<file path="config.mk">
export PLATFORM = sky130hd
export DESIGN_NAME = block_packer
export DESIGN_NICKNAME = d
export VERILOG_FILES = /design/src/rtl/block_pkg.sv /design/src/rtl/block_shift_buffer.sv /design/src/rtl/block_packer.sv
export SDC_FILE = /design/constraint.sdc
export NUM_CORES = 2
export LEC_CHECK = 0
export CORE_MARGIN = 2
export CORE_UTILIZATION = 40
export DETAILED_ROUTE_END_ITERATION = 6
export PLACE_DENSITY_LB_ADDON = 0.05
export SLEW_MARGIN = 20
export SYNTH_ARGS = -nofsm -noshare
export SYNTH_HDL_FRONTEND = slang
export SYNTH_HIERARCHICAL = 1
export SYNTH_SLANG_ARGS = --single-unit
export TNS_END_PERCENT = 10
</file>
<file path="constraint.sdc">
create_clock -name clk -period 6.3 [get_ports clk]
set_input_delay 1.26 -clock clk [delete_from_list [all_inputs] [get_ports clk]]
set_output_delay 1.26 -clock clk [all_outputs]
set_load 0.1 [all_outputs]
</file>
<file path="src/rtl/block_pkg.sv">
// block_pkg: shared block type, packer FSM states and buffer sizing helpers
package block_pkg;
  localparam int BLOCK_W = 64;
  typedef logic [BLOCK_W-1:0] block_t;
  typedef enum logic {FILL, FLUSH} state_t;
  function automatic int cap_of(input int in_blocks, input int out_blocks);
    return out_blocks + in_blocks - 1;
  endfunction
  function automatic int cnt_w_of(input int in_blocks, input int out_blocks);
    return $clog2(out_blocks + in_blocks);
  endfunction
endpackage

</file>
<file path="src/rtl/block_shift_buffer.sv">
// block_shift_buffer: CAP-block fifo-like array that drops from the head and appends at the fill point
module block_shift_buffer
  import block_pkg::*;
#(
  parameter int BLOCK_SIZE = 64,
  parameter int IN_BLOCKS = 2,
  parameter int OUT_BLOCKS = 4,
  parameter int CAP = cap_of(IN_BLOCKS, OUT_BLOCKS),
  parameter int CW = cnt_w_of(IN_BLOCKS, OUT_BLOCKS)
) (
  input  logic                             clk,
  input  logic                             rst_n,
  input  logic [CW-1:0]                    shift,
  input  logic [IN_BLOCKS*BLOCK_SIZE-1:0]  app_data,
  input  logic [CW-1:0]                    app_num,
  output logic [OUT_BLOCKS*BLOCK_SIZE-1:0] head,
  output logic [CW-1:0]                    cnt
);
  logic [CAP*BLOCK_SIZE-1:0] blocks_q, blocks_d;
  logic [CW-1:0] base;
  // slots at or above cnt are kept zero, so the head needs no masking
  always_comb begin
    base = cnt - shift;
    blocks_d = blocks_q >> (int'(shift) * BLOCK_SIZE);
    for (int j = 0; j < IN_BLOCKS; j++)
      if (j < int'(app_num)) blocks_d[(int'(base) + j)*BLOCK_SIZE +: BLOCK_SIZE] = app_data[j*BLOCK_SIZE +: BLOCK_SIZE];
  end
  always_ff @(posedge clk)
    if (!rst_n) begin
      blocks_q <= '0;
      cnt <= '0;
    end else begin
      blocks_q <= blocks_d;
      cnt <= cnt - shift + app_num;
    end
  assign head = blocks_q[OUT_BLOCKS*BLOCK_SIZE-1:0];
endmodule

</file>
<file path="src/rtl/block_packer.sv">
// block_packer: repacks variable-count block beats into dense OUT_BLOCKS-wide words, draining on last
module block_packer
  import block_pkg::*;
#(
  parameter int BLOCK_SIZE = 64,
  parameter int IN_BLOCKS = 2,
  parameter int OUT_BLOCKS = 4
) (
  input  logic                             clk,
  input  logic                             rst_n,
  input  logic [IN_BLOCKS*BLOCK_SIZE-1:0]  in_data,
  input  logic [31:0]                      in_num,
  input  logic                             in_valid,
  input  logic                             in_last,
  output logic                             in_ready,
  output logic [OUT_BLOCKS*BLOCK_SIZE-1:0] out_data,
  output logic [31:0]                      out_num,
  output logic                             out_valid,
  output logic                             out_last,
  input  logic                             out_ready
);
  localparam int CAP = cap_of(IN_BLOCKS, OUT_BLOCKS);
  localparam int CW = cnt_w_of(IN_BLOCKS, OUT_BLOCKS);
  localparam logic [CW-1:0] OB = CW'(OUT_BLOCKS);
  state_t state;
  logic [CW-1:0] cnt, emit_n, shift, app_num, n;
  logic [OUT_BLOCKS*BLOCK_SIZE-1:0] head;
  logic slot_free, emit, acc, last_word;
  always_comb begin
    slot_free = !out_valid || out_ready;
    emit = slot_free && (cnt >= OB || state == FLUSH);
    emit_n = cnt >= OB ? OB : cnt;
    last_word = state == FLUSH && cnt <= OB;
    in_ready = state == FILL && ((cnt - (emit ? OB : '0)) < OB);
    acc = in_valid && in_ready;
    n = in_num > 32'(IN_BLOCKS) ? CW'(IN_BLOCKS) : in_num[CW-1:0];
    app_num = acc ? n : '0;
    shift = emit ? emit_n : '0;
  end
  block_shift_buffer #(
    .BLOCK_SIZE(BLOCK_SIZE), .IN_BLOCKS(IN_BLOCKS), .OUT_BLOCKS(OUT_BLOCKS), .CAP(CAP), .CW(CW)
  ) u_buf (
    .clk(clk), .rst_n(rst_n), .shift(shift), .app_data(in_data), .app_num(app_num), .head(head), .cnt(cnt)
  );
  always_ff @(posedge clk)
    if (!rst_n) begin
      state <= FILL;
      out_data <= '0;
      out_num <= '0;
      out_valid <= 1'b0;
      out_last <= 1'b0;
    end else begin
      if (emit) begin
        out_data <= head;
        out_num <= 32'(emit_n);
        out_last <= last_word;
        out_valid <= 1'b1;
      end else if (out_ready) out_valid <= 1'b0;
      state <= (emit && last_word) ? FILL : (acc && in_last) ? FLUSH : state;
    end
  always_ff @(posedge clk)
    if (rst_n && acc) assert (in_num <= 32'(IN_BLOCKS)) else $warning("in_num %0d saturated to %0d", in_num, IN_BLOCKS);
endmodule
</file>
# Yosys cells after proc, flatten, opt, wreduce, memory -nomap -nowiden
# Cells that the tools add are included.
# classes
addsub	6
mul	0
div_mod_pow	0
order_cmp	6
eq_ne	0
shifts	5
n_mux	11
bitwise_logic	2
n_reduce_logical	11
# op_table
operator	count
$bwmux W320	2
$mux W320	2
$shift A64 B33 Y320 const A	2
$shiftx A64 B33 Y320	2
$shr A320 B9 Y320	1
$neg A32 Y33	1
$neg A9 Y33	1
$gt A32 B2 Y1 const B	1
$mux W3	5
$logic_and A1 B1 Y1	6
$lt A1 B3 Y1 const A	2
$sub A3 B3 Y3	2
$add A3 B1 Y4 const B	1
$add A3 B3 Y3	1
$ge A3 B3 Y1 const B	1
$le A3 B3 Y1 const B	1
$lt A3 B3 Y1 const B	1
$logic_or A1 B1 Y1	2
$mux W1	2
$not A1 Y1	2
$reduce_bool A2 Y1	1
$reduce_or A2 Y1	1
$logic_not A1 Y1	1
# totals
register_bits	585
latch_bits	0
mem_bits_rw	0
romBits	0
inputBits	165
output_inout_bits	291
memories	0

# Logic depth before layout (Yosys ltp)
# depth
word_depth	13
mapped_depth	19

# By module
# Netlist, hierarchy kept.
# by_module_without_submodules
mod	n_inst	cells_each	area_each_um2
block_shift_buffer	1	2766	22693.0
block_packer	1	1242	11141.9

# Worst setup path after synthesis
# No wires, ideal clock.
# synth_path
kind	input to register
from	input out_ready
to	register u_buf.blocks_q[41]
setup_time_ns	0.123
arrival_time_ns	4.683
required_time_ns	6.177
slack_ns	1.494
stages	17
path_cell_list	nand2b_1 buf_2 buf_2 nand4b_1 inv_1 ha_1 inv_1 fa_1 xnor3_1 inv_2 ha_1 or4bb_1 or4_1 clkbuf_1 buf_2 o211ai_1 a21boi_1
# synth_via
word_cells_on_any_way	24
# synth_rtl
item	line	text
start, declared	block_packer.sv:20	input logic out_ready
$logic_or A1 B1 Y1 *	block_packer.sv:30	slot_free = !out_valid || out_ready;
$logic_and A1 B1 Y1 *	block_packer.sv:31	emit = slot_free && (cnt >= OB || state == FLUSH);
$mux W3 *	block_packer.sv:38	shift = emit ? emit_n : '0;
via shift[0]	block_packer.sv:26	logic [CW-1:0] cnt, emit_n, shift, app_num, n;
branches (longest 6 deep; another with $neg A32 Y33)	-	
$mux W320 *	block_shift_buffer.sv:26	if (j < int'(app_num)) blocks_d[(int'(base) + j)*BLOCK_SIZE +: BLOCK_SIZE] = app_data[j*BLOCK_SIZE +: BLOCK_SI ...
end signal, assigned	block_shift_buffer.sv:33	blocks_q <= blocks_d;
end, declared	block_shift_buffer.sv:19	logic [CAP*BLOCK_SIZE-1:0] blocks_q, blocks_d;
# Mark *: on every way through the listed nets, which the timed path passes.
# A chain may end at the register's enable or synchronous reset.

# Final worst setup path
# layout_path
from	input out_ready
to	register u_buf.blocks_q[259]
# Same word-level chain as after synthesis.

==> results.yml <==
logic_synthesis:
  synth-main-ff-cell: "dfxtp_1"
  synth.distinct_cells: 65
  syn_area_per_cell_um2: 8.442
  seq_area_frac_synth_pct: 34.61
  yosysWarningCount: 6
  synth_edf_count: 0
  synth_cells: 4008
  syn_area_um2: 33830
  async_flop_share_pct: 0
  synth_seq_cells: 585
drt:
  via_per_inst: 5.975
  drc: 0
  wl_per_cell_um: 24.72
  detail_route.iter0.violations: 2564
  ant_nets: 0
  drt-pass1-iter-count: 6
  vias: 30300
  wirelength_um: 125400
pwr:
  p_per_area_nw_per_um2: 397.5
  power_leakage_nw: 12.86
  peakVddDrop_uv: 405.0
die:
  die_h_um: 294.8
  rows: 106
  pin_count: 456
  die_w_um: 294.8
  start_util_pct: 40.43
  core_um2: 83690
  dieArea_um2: 86930
finish:
  layout_commonest_cell: "dfxtp_1"
  fin_util_pct: 46.26
  final_cell_mix: "dfxtp_1 (585), clkdlybuf4s50_1 (421), nand2_1 (368)"
  nNetsFinal: 4047
  area_growth_pct: 14.41
  fillers: 8200
  drive_gt1_share_pct: 9.565
clocking:
  ctsHoldBuffers: 0
  htreeDepth: 3
  cts.repair.resized: 0
  cts_tree: "done"
  clockBufferDepth: 3
  clkLatencyLatePin_ps: 630
  postCtsSetupRepairBufs: 0
  clkTransAtPathRegs_ps: 60
  ctsRootBufferMaster: "clkbuf_16"
  cts_buffers: 72
  clock_sinks: 585
timing:
  period_needed_ps: 5620
  finalWorstSetupSlack_ps: 679.6
  maxSlewHeadroom_pct: -8.809
  min_period_over_period_pct: 89.21
  max_freq_mhz: 177.9
  final.setup_skew_ps: 37.00
  hold_viol_final: 0
  finalSetupViolations: 0
  rsz0062_at_grt: "no"
  slew_violations: 69
  tightest_slew_ps: 1632
  tns_ps: 0
worst_setup_path:
  worstPathArrival_ps: 6170
  crit_cells: 16
  critPathKind: "in2reg"
  rrSetupSlack_ps: 1380
  end_kind: "flop"
  critical-path-max-stage-delay_ps: 860
  crit_end: "u_buf/blocks_q[259]"
  startpoint_type: "input pin"
  crit_top_cell: "ha_1"
  crit_buf_inv: 5
  reg2reg_from: "state"
  r2r_cells: 14
  crit_path_top_delay_cell: "nor3_4"
  crit_chain: "clkdlybuf4s50_1 -> nand2b_4 -> nand4b_1 -> inv_8 -> ha_1 -> inv_1 -> fa_1 -> xnor3_1 -> inv_2 -> ha_1 -> nand2b_1 -> a2111oi_4 -> nor3_4 -> buf_4 -> a221oi_1 -> nor2_1"
  critPathTopFamily: "simple AND/OR/NAND/NOR gates"
  path_max_fanout: 47
  worstPathRequired_ps: 6850
  crit_start: "out_ready"
  regToRegEndpoint: "u_buf/blocks_q[259]"
global_routing:
  grt_pass1_wl_um: 188600
  grt_max_degree: 260
  antenna_found_initial: 16
  globalRouteOverflowTotal: 0
  grt_pass1_vias: 29010
  grt.total_usage_pct: 27.84
worst_hold_path:
  worstHoldPathType: "reg2reg"
  min_from: "u_buf/blocks_q[123]"
placement:
  routabilityCongestion: 0.7862
  pre_cts_ws_ps: 154.2
  port_buffers: 426
  dp_hpwl_um: 70840
flow_run:
  cap_violations: 0
run_status:
  status: "finished, violations left"
  failed_checks: "max-slew violations"
## worst register-to-register path: stages, from the launching register on
cell and delay [ps]:
dfxtp_1 590, nand4b_1 340, inv_8 110, ha_1 140
inv_1 50, fa_1 370, xnor3_1 500, inv_2 60
ha_1 280, nand2b_1 240, a2111oi_4 80, nor3_4 860
buf_4 810, a221oi_1 260, nor2_1 160
## per-layer routing
| layer | GRT usage, % | share of wire [%] | vias to the layer above |
|---|---|---|---|
| met5 | 0 | 0.12 | - |
| met4 | 8.039 | 2.3 | 24 |
| met3 | 5.708 | 7.1 | 201 |
| met2 | 43.83 | 45 | 1036 |
| met1 | 38.27 | 45 | 14920 |
| li1 | - | - | 14120 |
## state kept, by name, indices dropped and copies added (netlist names)
name,flops
u_buf/blocks_q,320
out_data,256
out_num,3
u_buf/cnt,3
out_last,1
out_valid,1
state,1
## stage by stage
step                instances  cell area [µm²]  total power, W  hold WS, ps
floorplan                4039            33950         0.01002        474.9
global placement         4933            36210         0.01105        459.2
detailed placement       4933            36210         0.01107        458.8
CTS                      5064            38680         0.01545        458.5
global route             5066            38700         0.01611        478.5
finish                   5072            38710         0.01539        450.6
## Yosys cell counts, types with 8 or more instances
master | n | area share (%)
a21boi_0 | 21 | 0.47
a21boi_1 | 304 | 6.7
a21oi_1 | 76 | 1.1
a221oi_1 | 63 | 1.6
a31oi_1 | 123 | 2.3
buf_1 | 26 | 0.29
buf_2 | 103 | 1.5
buf_4 | 289 | 6.4
buf_6 | 15 | 0.50
buf_8 | 20 | 0.89
clkbuf_1 | 267 | 3.0
dfxtp_1 | 585 | 35
mux2_2 | 116 | 3.9
mux2i_1 | 186 | 5.5
nand2_1 | 370 | 4.1
nand3_1 | 261 | 3.9
nand3b_1 | 61 | 1.4
nor2_1 | 136 | 1.5
nor4_1 | 8 | 0.15
o2111ai_1 | 58 | 1.5
o211a_1 | 64 | 1.9
o211ai_1 | 60 | 1.3
o211ai_2 | 56 | 2.1
o21a_1 | 59 | 1.3
o21ai_0 | 339 | 5.0
o21ai_1 | 119 | 1.8
o311ai_1 | 64 | 1.7
or3_1 | 64 | 1.2
## where the power goes
group / leakage, nW / internal, W / switching (W)
clock: 1.22 / 0.00262 / 0.00173
combinational: 6.90 / 0.00194 / 0.00404
sequential: 4.75 / 0.00441 / 0.000645
## layout make-up
class / instances / area, µm² / share of cell area (%)
multi-input combinational: 2722 / 18030 / 46.57
sequential: 585 / 11710 / 30.25
timing repair buffer: 484 / 5022 / 12.97
clock buffer: 120 / 2317 / 5.986
tap: 1134 / 1419 / 3.665
clock inverter: 11 / 145.1 / 0.3749
inverter: 9 / 50.05 / 0.1293
antenna: 7 / 17.52 / 0.04525
## cells by family (layout without fill, tap and decap cells)
family,after synthesis,in the layout,share of synthesized area (%)
other cells,1,39,0.01108
flops,585,585,34.61
simple gates,934,934,12.90
compound gates,1436,1436,29.62
buf+inv,732,624,12.81
xor+xnor,4,4,0.1442
mux,308,308,9.563
fa+ha+maj,8,8,0.3402
## worst min path at each step
stage	to	slack (ps)	cells after the start
finish	out_data[123]	450	2
global route	out_data[58]	480	2
CTS	out_data[123]	460	2
detailed placement	out_data[58]	460	2
global placement	out_data[238]	460	2
floorplan	u_buf/blocks_q[319]	470	2
Power figures use the tool's default switching activity.
